[src/rtl/trees_pkg.sv]
// Shared types for the tree object pool and its scheduler.
// Screen coordinates are signed 11-bit values.
package trees_pkg;

  localparam int TREES_DEFAULT = 16;
  localparam int COORD_W = 11;

  typedef logic signed [COORD_W-1:0] coord_t;

  typedef enum logic [2:0] {
    IDLE,
    COUNT,
    SEARCH,
    DEPLOY,
    WAIT_ACK
  } state_t;

endpackage

[src/rtl/lfsr16.sv]
// Free-running 16-bit Galois LFSR, taps 16'hB400.
// Advances on every clock once out of reset.
module lfsr16 #(
  parameter logic [15:0] SEED = 16'hACE1
) (
  input  logic        clk,
  input  logic        resetN,
  output logic [15:0] value
);

  always_ff @(posedge clk or negedge resetN) begin
    if (!resetN) begin
      value <= SEED;
    end else if (value[0]) begin
      value <= (value >> 1) ^ 16'hB400;
    end else begin
      value <= value >> 1;
    end
  end

endmodule

[src/rtl/tree_spawn_scheduler.sv]
// Periodic round-robin deployment of trees into free pool slots,
// with a pseudo-random spawn X folded into [X_MIN, X_MAX].
module tree_spawn_scheduler
  import trees_pkg::*;
#(
  parameter int          NUMBER_OF_TREES = TREES_DEFAULT,
  parameter int          SPAWN_INTERVAL  = 60,
  parameter int          X_MIN           = 32,
  parameter int          X_MAX           = 607,
  parameter logic [15:0] LFSR_SEED       = 16'hACE1,
  parameter int          ACK_TIMEOUT     = 8
) (
  input  logic                       clk,
  input  logic                       resetN,
  input  logic                       enable,
  input  logic                       startOfFrame,
  input  logic [NUMBER_OF_TREES-1:0] isActive,
  output logic [NUMBER_OF_TREES-1:0] deploy_tree,
  output coord_t                     spawnX,
  output logic                       allSlotsBusy,
  output logic [7:0]                 spawnCount
);

  localparam int IW = $clog2(NUMBER_OF_TREES);
  localparam logic [IW-1:0] LAST = IW'(NUMBER_OF_TREES - 1);
  localparam logic [7:0] FRAME_LAST = 8'(SPAWN_INTERVAL - 1);
  localparam logic [7:0] ACK_LAST = 8'(ACK_TIMEOUT - 1);
  localparam logic [10:0] XLO = 11'(X_MIN);
  localparam logic [10:0] XHI = 11'(X_MAX);
  localparam logic [10:0] XSPAN = 11'(X_MAX - X_MIN + 1);

  state_t        state, state_n;
  logic [IW-1:0] rr_ptr, scan_idx, slot, scanned;
  logic [7:0]    frame_cnt, ack_cnt;
  logic [15:0]   lfsr;
  logic [10:0]   x_raw, x_fold;
  logic          free, frame_done;

  lfsr16 #(
    .SEED(LFSR_SEED)
  ) u_lfsr (
    .clk   (clk),
    .resetN(resetN),
    .value (lfsr)
  );

  function automatic logic [IW-1:0] wrap_inc(
    input logic [IW-1:0] i
  );
    return (i == LAST) ? '0 : i + IW'(1);
  endfunction

  // Range span is 512..1024, so one subtraction always lands in range.
  always_comb begin
    x_raw = XLO + 11'(lfsr & 16'h03FF);
    x_fold = x_raw;
    if (x_raw > XHI) begin
      x_fold = x_raw - XSPAN;
    end
  end

  always_comb begin
    state_n = state;
    free = !isActive[scan_idx];
    frame_done = startOfFrame &&
                 (frame_cnt == FRAME_LAST);
    unique case (state)
      IDLE: begin
        if (enable) state_n = COUNT;
      end
      COUNT: begin
        if (frame_done) state_n = SEARCH;
      end
      SEARCH: begin
        if (free) begin
          state_n = DEPLOY;
        end else if (scanned == LAST) begin
          state_n = COUNT;
        end
      end
      DEPLOY: begin
        state_n = WAIT_ACK;
      end
      WAIT_ACK: begin
        if (isActive[slot] ||
            ack_cnt == ACK_LAST) begin
          state_n = COUNT;
        end
      end
      default: state_n = IDLE;
    endcase
    if (!enable) state_n = IDLE;
  end

  always_ff @(posedge clk or negedge resetN) begin
    if (!resetN) begin
      state        <= IDLE;
      rr_ptr       <= '0;
      scan_idx     <= '0;
      slot         <= '0;
      scanned      <= '0;
      frame_cnt    <= '0;
      ack_cnt      <= '0;
      deploy_tree  <= '0;
      spawnX       <= coord_t'(XLO);
      allSlotsBusy <= 1'b0;
      spawnCount   <= '0;
    end else begin
      state       <= state_n;
      deploy_tree <= '0;
      unique case (state)
        IDLE: begin
          frame_cnt <= '0;
        end
        COUNT: begin
          if (frame_done) begin
            frame_cnt <= '0;
            scan_idx  <= rr_ptr;
            scanned   <= '0;
          end else if (startOfFrame) begin
            frame_cnt <= frame_cnt + 8'd1;
          end
        end
        // The pulse is registered here so it is high during DEPLOY.
        SEARCH: begin
          if (state_n == DEPLOY) begin
            slot         <= scan_idx;
            allSlotsBusy <= 1'b0;
            deploy_tree  <= NUMBER_OF_TREES'(1) << scan_idx;
            spawnX       <= coord_t'(x_fold);
            rr_ptr       <= wrap_inc(scan_idx);
            if (spawnCount != 8'hFF) begin
              spawnCount <= spawnCount + 8'd1;
            end
          end else if (!free) begin
            scan_idx <= wrap_inc(scan_idx);
            scanned  <= scanned + IW'(1);
            if (state_n == COUNT) begin
              allSlotsBusy <= 1'b1;
            end
          end
        end
        DEPLOY: begin
          ack_cnt <= '0;
        end
        WAIT_ACK: begin
          ack_cnt <= ack_cnt + 8'd1;
        end
        default: ;
      endcase
    end
  end

endmodule
[config.mk]
export PLATFORM = sky130hd
export DESIGN_NAME = tree_spawn_scheduler
export DESIGN_NICKNAME = d
export VERILOG_FILES = /design/src/rtl/trees_pkg.sv /design/src/rtl/lfsr16.sv /design/src/rtl/tree_spawn_scheduler.sv
export SDC_FILE = /design/constraint.sdc
export NUM_CORES = 1
export LEC_CHECK = 0
export BUFFER_PORTS_ARGS = -buffer_cell sky130_fd_sc_hd__buf_2
export CAP_MARGIN = 25
export CORE_ASPECT_RATIO = 0.9
export CORE_MARGIN = 1
export CORE_UTILIZATION = 50
export DETAILED_ROUTE_END_ITERATION = 6
export MAX_ROUTING_LAYER = met4
export PLACE_DENSITY = 0.68
export SLEW_MARGIN = 25
export SYNTH_ARGS = -nofsm -noshare
export SYNTH_HDL_FRONTEND = slang
export SYNTH_HIERARCHICAL = 1
export SYNTH_SLANG_ARGS = --single-unit
[constraint.sdc]
create_clock -name clk -period 2.5 [get_ports clk]
set_input_delay 0.25 -clock clk [delete_from_list [all_inputs] [get_ports clk]]
set_output_delay 0.25 -clock clk [all_outputs]
set_load 0.005 [all_outputs]
# Word-level counts from Yosys, hierarchy flattened
# Cells that the tools add are included.
[word_totals]
regBits = 87
in_bits = 20
out_inout_bits = 36
elab_cells = 82
[op_classes]
addsub = 7
n_lt_le_gt_ge = 3
eq_ne = 15
shifts = 1
n_mux = 30
n_bitwise = 1
n_reduce_logical = 13
[op_table]
columns = ["cell", "n"]
rows = [
  ["16-bit 2-to-1 mux", 3],
  ["8-bit case mux with 2 select lines", 2],
  ["4-bit 2-to-1 mux", 7],
  ["8-bit by 1-bit adder with 8-bit output (second input constant)", 3],
  ["8-bit 2-to-1 mux", 2],
  ["4-bit case mux with 2 select lines", 2],
  ["1-bit by 4-bit << shifter with 16-bit output (first input constant)", 1],
  ["3-bit 2-to-1 mux", 5],
  ["3-bit case mux with 5 select lines", 1],
  ["6-bit by 10-bit adder with 11-bit output (first input constant)", 1],
  ["11-bit by 10-bit greater-than comparator with 1-bit output (second input constant)", 1],
  ["11-bit 2-to-1 mux", 1],
  ["11-bit by 10-bit subtractor with 11-bit output (second input constant)", 1],
  ["4-bit by 5-bit < comparator with 1-bit output (second input constant)", 2],
  ["2-bit nonzero test", 5],
  ["3-bit by 2-bit equality test with 1-bit output (second input constant)", 3],
  ["4-bit by 1-bit adder with 4-bit output (second input constant)", 2],
  ["1-bit binary-select mux with 4-bit select", 2],
  ["4-bit equality test (second input constant)", 2],
  ["8-bit by 3-bit equality test with 1-bit output (second input constant)", 1],
  ["8-bit by 6-bit equality test with 1-bit output (second input constant)", 1],
  ["8-bit != test (second input constant)", 1],
  ["3-bit by 1-bit equality test with 1-bit output (second input constant)", 2],
  ["2-bit != test (second input constant)", 3],
  ["other kinds (10)", 16],
]

# Logic depth before layout (Yosys ltp)
[logic_depth]
ltp_word = 10
depth_mapped = 9
depth_no_buf = 9

# Cells and area by module
# The synthesis kept the hierarchy.
[modules_own_cells]
columns = ["module", "n_inst", "cells_each", "area_per_inst_um2", "seq_area_each_um2"]
rows = [
  ["tree_spawn_scheduler", 1, 379, 3704.8, 1778.0],
  ["lfsr16", 1, 19, 436.7, 410.4],
]

# Worst setup path after synthesis
# Ideal clock, no wire load.
[synth_path]
path_kind = "register -> register"
from = "reg scan_idx[0]"
to = "reg spawnCount[1]"
setup_time_ps = 128
arrival_time_ps = 2093
setup_slack_ps = 279
stages_incl_launch_ff = 9
path_buffers = 2
period_less_slack_ps = 2221
path_cell_list = "dfrtp_1 -> buf_6 -> mux4_2 -> mux2i_1 -> mux2_4 -> and3_1 -> buf_4 -> and2_1 -> mux2_1"
[synth_via]
elab_chain_len = 7
[synth_rtl]
columns = ["item", "line", "source"]
rows = [
  ["from (decl)", "tree_spawn_scheduler.sv:33", "logic [IW-1:0] rr_ptr, scan_idx, slot, scanned;"],
  ["from (signal assigned)", "tree_spawn_scheduler.sv:118", "scan_idx <= rr_ptr;"],
  ["from (signal assigned)", "tree_spawn_scheduler.sv:136", "scan_idx <= wrap_inc(scan_idx);"],
  ["1-bit binary-select mux with 4-bit select", "tree_spawn_scheduler.sv:64", "free = !isActive[scan_idx];"],
  ["1-bit 2-to-1 mux (implied by the code)", "tree_spawn_scheduler.sv:64", ""],
  ["3-bit 2-to-1 mux", "tree_spawn_scheduler.sv:75", "if (free) begin"],
  ["3-bit case mux with 5 select lines", "tree_spawn_scheduler.sv:67", "unique case (state)"],
  ["3-bit 2-to-1 mux", "tree_spawn_scheduler.sv:92", "if (!enable) state_n = IDLE;"],
  ["3-bit by 2-bit equality test with 1-bit output", "tree_spawn_scheduler.sv:126", "if (state_n == DEPLOY) begin"],
  ["3-bit AND reduction (no line)", "--", ""],
  ["to (signal assigned)", "tree_spawn_scheduler.sv:133", "spawnCount <= spawnCount + 8'd1;"],
  ["to (decl)", "tree_spawn_scheduler.sv:21", "output logic [7:0] spawnCount"],
]
# Every way passes these cells. The select of a mux whose other input is x is not followed.
# A chain may end at the register's enable or synchronous reset.

# Final worst setup path
# Same ends and word-level chain as after synthesis.

==> run summary <==
CTS Root Cell: clkbuf_8
top-count cell post-synth: dfrtp_1
Final min period: 2.34 ns
peak supply drop: 0.344 mV
hold path startpoint: enable
prevailing post-synth register cell: dfrtp_1
Startpoint Class: flip-flop
Setup Skew: 0.0118 ns
Rows: 31
total CTS buffers: 9
Worst EP required: 2.74 ns
gpl congestion: 0.880
H-tree levels: 3
LEAKAGE: 2.37 nW
Reg2Reg Capture Point: spawnCount[1]$_DFFE_PN0P_
core area: 8030 µm²
post-synthesis sequential area ratio: 0.528
complex-gate fraction of the synthesized area: 0.102
Final Util: 0.589
top cell type's share of synthesized area: 0.471
clock buffer depth: 2
Yosys Warn Count: 6
# DRC: 6
hold endpoint: state[0]$_DFF_PN0_
slew of the pin with the lowest slew margin: 0.560 ns
post-CTS setup buffer count: 0
pin count of the biggest net entering global routing: 53
Setup Viol. Count Final: 0
#FFs+latches synth: 87
via count: 3107
diodes inserted: 0
CTS tree: built
achievable frequency: 427 MHz
number of DRC markers in iteration 0: 139
maxcap violations: 0
Post-Synth Adder-Cell Area: 0.0453
Setup crit end kind: flip-flop
arrival time at the worst endpoint: 2.59 ns
Synth area leaders: dfrtp_1 (47%), nand2_1 (6.4%), dfstp_2 (5.7%)
count of pins over their slew limit: 0
ys async rst share: 1.00
Worst R2R Path Depth: 6
Post-Syn Area: 4140 µm²
io pins: 56
Yosys cell types: 49
status: finished, violations left
Nets: 493
synthesis-to-layout area growth: 14.3%
reg2reg setup slack: 0.16 ns
Final ANT Viol Nets: 0
Cells after Synth: 398
DP Wirelength: 5.93 mm
DIE AREA: 8650 µm²
family with the most delay on the worst path: multiplexers
Finished Cell Area: 4730 µm²
cell area power density: 519 nW/µm²
final wirelength: 8.31 mm
Hold WS: 0.201 ns
hold path cells: 2
Die Width: 97.9 µm
Clock Sinks: 87
main combinational cell family by area after synthesis: simple AND/OR/NAND/NOR gates
DRT Pass-1 Iters: 6
EDFF count, synth: 0
Port-buffer cells: 55
crit-path cells: mux4_2, mux2i_1, mux2_4, and3_2, and2_1, mux2_1
share of cells above drive strength 1: 0.231
DR WL/cell: 14.8 µm
antenna violations before repair: 0
vias per inst: 5.53
Overflow after GRT: 0
Worst Path Buf+Inv: 0
GR Util All Layers: 0.213
Largest stage delay, worst path: 0.54 ns
Skew-Pair Late Insertion Delay: 0.36 ns
first-pass GRT wire length: 13.8 mm
post-synthesis mux area share: 0.0864
Post-synth top cells: dfrtp_1 (78), nand2_1 (71), o21ai_0 (30), nor2_1 (26), ha_1 (15)
critical path class: reg -> reg
starting density of the core: 0.516
Die Y: 88.3 µm
Mapped Nets: 433
clock-pin slew on the worst setup and hold paths: 0.08 ns
Synth Area per Inst: 10.4 µm²
Tcrit/Tclk final: 0.937
Final Hold Viols: 0
Inst Count DP: 545
Max-slew headroom: 0.624
Synth Area in Simple Gates: 0.187
failing checks: design-rule violations
leading area contributor after synthesis: dfrtp_1
Hold Crit Class: in -> reg
XOR/XNOR Fraction of Synth Area: 0.0211
vias in the first global route: 2918
Final Non-Filler Cells: 562
Area after DPL: 4540 µm²
Max stage delay cell, worst path: mux4_2
CP Max Fanout: 7
worst r2r src: scan_idx[0]$_DFFE_PN0P_
-- per-layer routing --
metal / wire [µm] / vias to the layer above / GRT usage
met3: 377 / 6 / 0.0656
met5: 0 / - / -
li1: - / 1515 / -
met4: 77 / 0 / 0.0523
met1: 3940 / 1513 / 0.279
met2: 3920 / 73 / 0.325
-- layout by cell type, fill, tap and decap left out, types with 6 or more instances in the layout --
master    count
xor2_1        6
a21oi_1      14
nand2_1      71
o21ai_0      30
dfstp_2       9
nand3_1      13
nand4_1      10
a31oi_1       6
buf_4        10
and3_1        9
nand2b_1      6
ha_1         14
buf_2        54
mux2i_1       8
clkbuf_8      9
nor2_1       26
mux4_2        8
dfrtp_1      78
nor3_1        7
inv_1         9
-- power by group --
| group | internal (W) | switching [W] | total [W] |
|---|---|---|---|
| clock network | 0.000366 | 0.000518 | 0.000885 |
| logic | 0.0000578 | 0.0000828 | 0.000141 |
| registers | 0.00142 | 0.0000132 | 0.00143 |
| total | 0.00184 | 0.000614 | 0.00246 |
-- worst register-to-register path: cells and delay by family, from the launching register on --
kind / cells / cell delay [ns]
flip-flops: 1 / 0.49
multiplexers: 4 / 1.28
AND/OR/NAND/NOR: 2 / 0.46
-- stage by stage --
step                      setup WS (ns)  power [W]  setup TNS (ns)
final                             0.158    0.00246               0
after global routing           -0.00162    0.00257        -0.00162
after floorplan                   0.279    0.00153               0
after CTS                        0.0378    0.00249               0
after detailed placement         0.0471    0.00160               0
after global placement            0.139    0.00159               0
-- kinds of logic (layout without fill, tap and decap cells) --
logic type      count (synthesis)  after routing
flops                          87             87
xor+xnor                       10             10
buf+inv                        26             91
compound gates                 71             71
simple gates                  165            165
fa+ha+maj                      15             15
mux                            24             24
-- registers in the layout, summed over array words and instances (netlist names) --
name          cells
deploy_tree      16
u_lfsr/value     16
spawnX           11
ack_cnt           8
frame_cnt         8
spawnCount        8
rr_ptr            4
scan_idx          4
scanned           4
slot              4
state             3
allSlotsBusy      1
-- area by class of cell --
cell class | count | area (µm²)
well taps | 99 | 124
multi-input cells | 285 | 1840
clock inverters | 6 | 46.3
repair buffers | 66 | 375
flip-flops and latches | 87 | 2190
clock buffers | 10 | 128
fillers | 701 | 3300
inverters | 9 | 33.8
-- repair_timing --
action                                 CTS  global route
hold buffers                             1             0
endpoints found under the hold margin   34             0
setup endpoints to repair                0             8
resized for setup                        0             2
-- how the worst max path moves through the flow --
stage | startpoint | endpoint | depth (start not counted)
finish | scan_idx[0]$_DFFE_PN0P_ | spawnCount[1]$_DFFE_PN0P_ | 6
floorplan | scan_idx[0]$_DFFE_PN0P_ | spawnCount[1]$_DFFE_PN0P_ | 8
CTS | scan_idx[0]$_DFFE_PN0P_ | spawnCount[1]$_DFFE_PN0P_ | 6
detailed placement | scan_idx[0]$_DFFE_PN0P_ | spawnCount[1]$_DFFE_PN0P_ | 6
global route | u_lfsr/value[5]$_DFF_PN1_ | spawnX[9]$_DFFE_PN0P_ | 9
global placement | scan_idx[0]$_DFFE_PN0P_ | spawnCount[1]$_DFFE_PN0P_ | 6
Power figures use the tool's default switching activity.
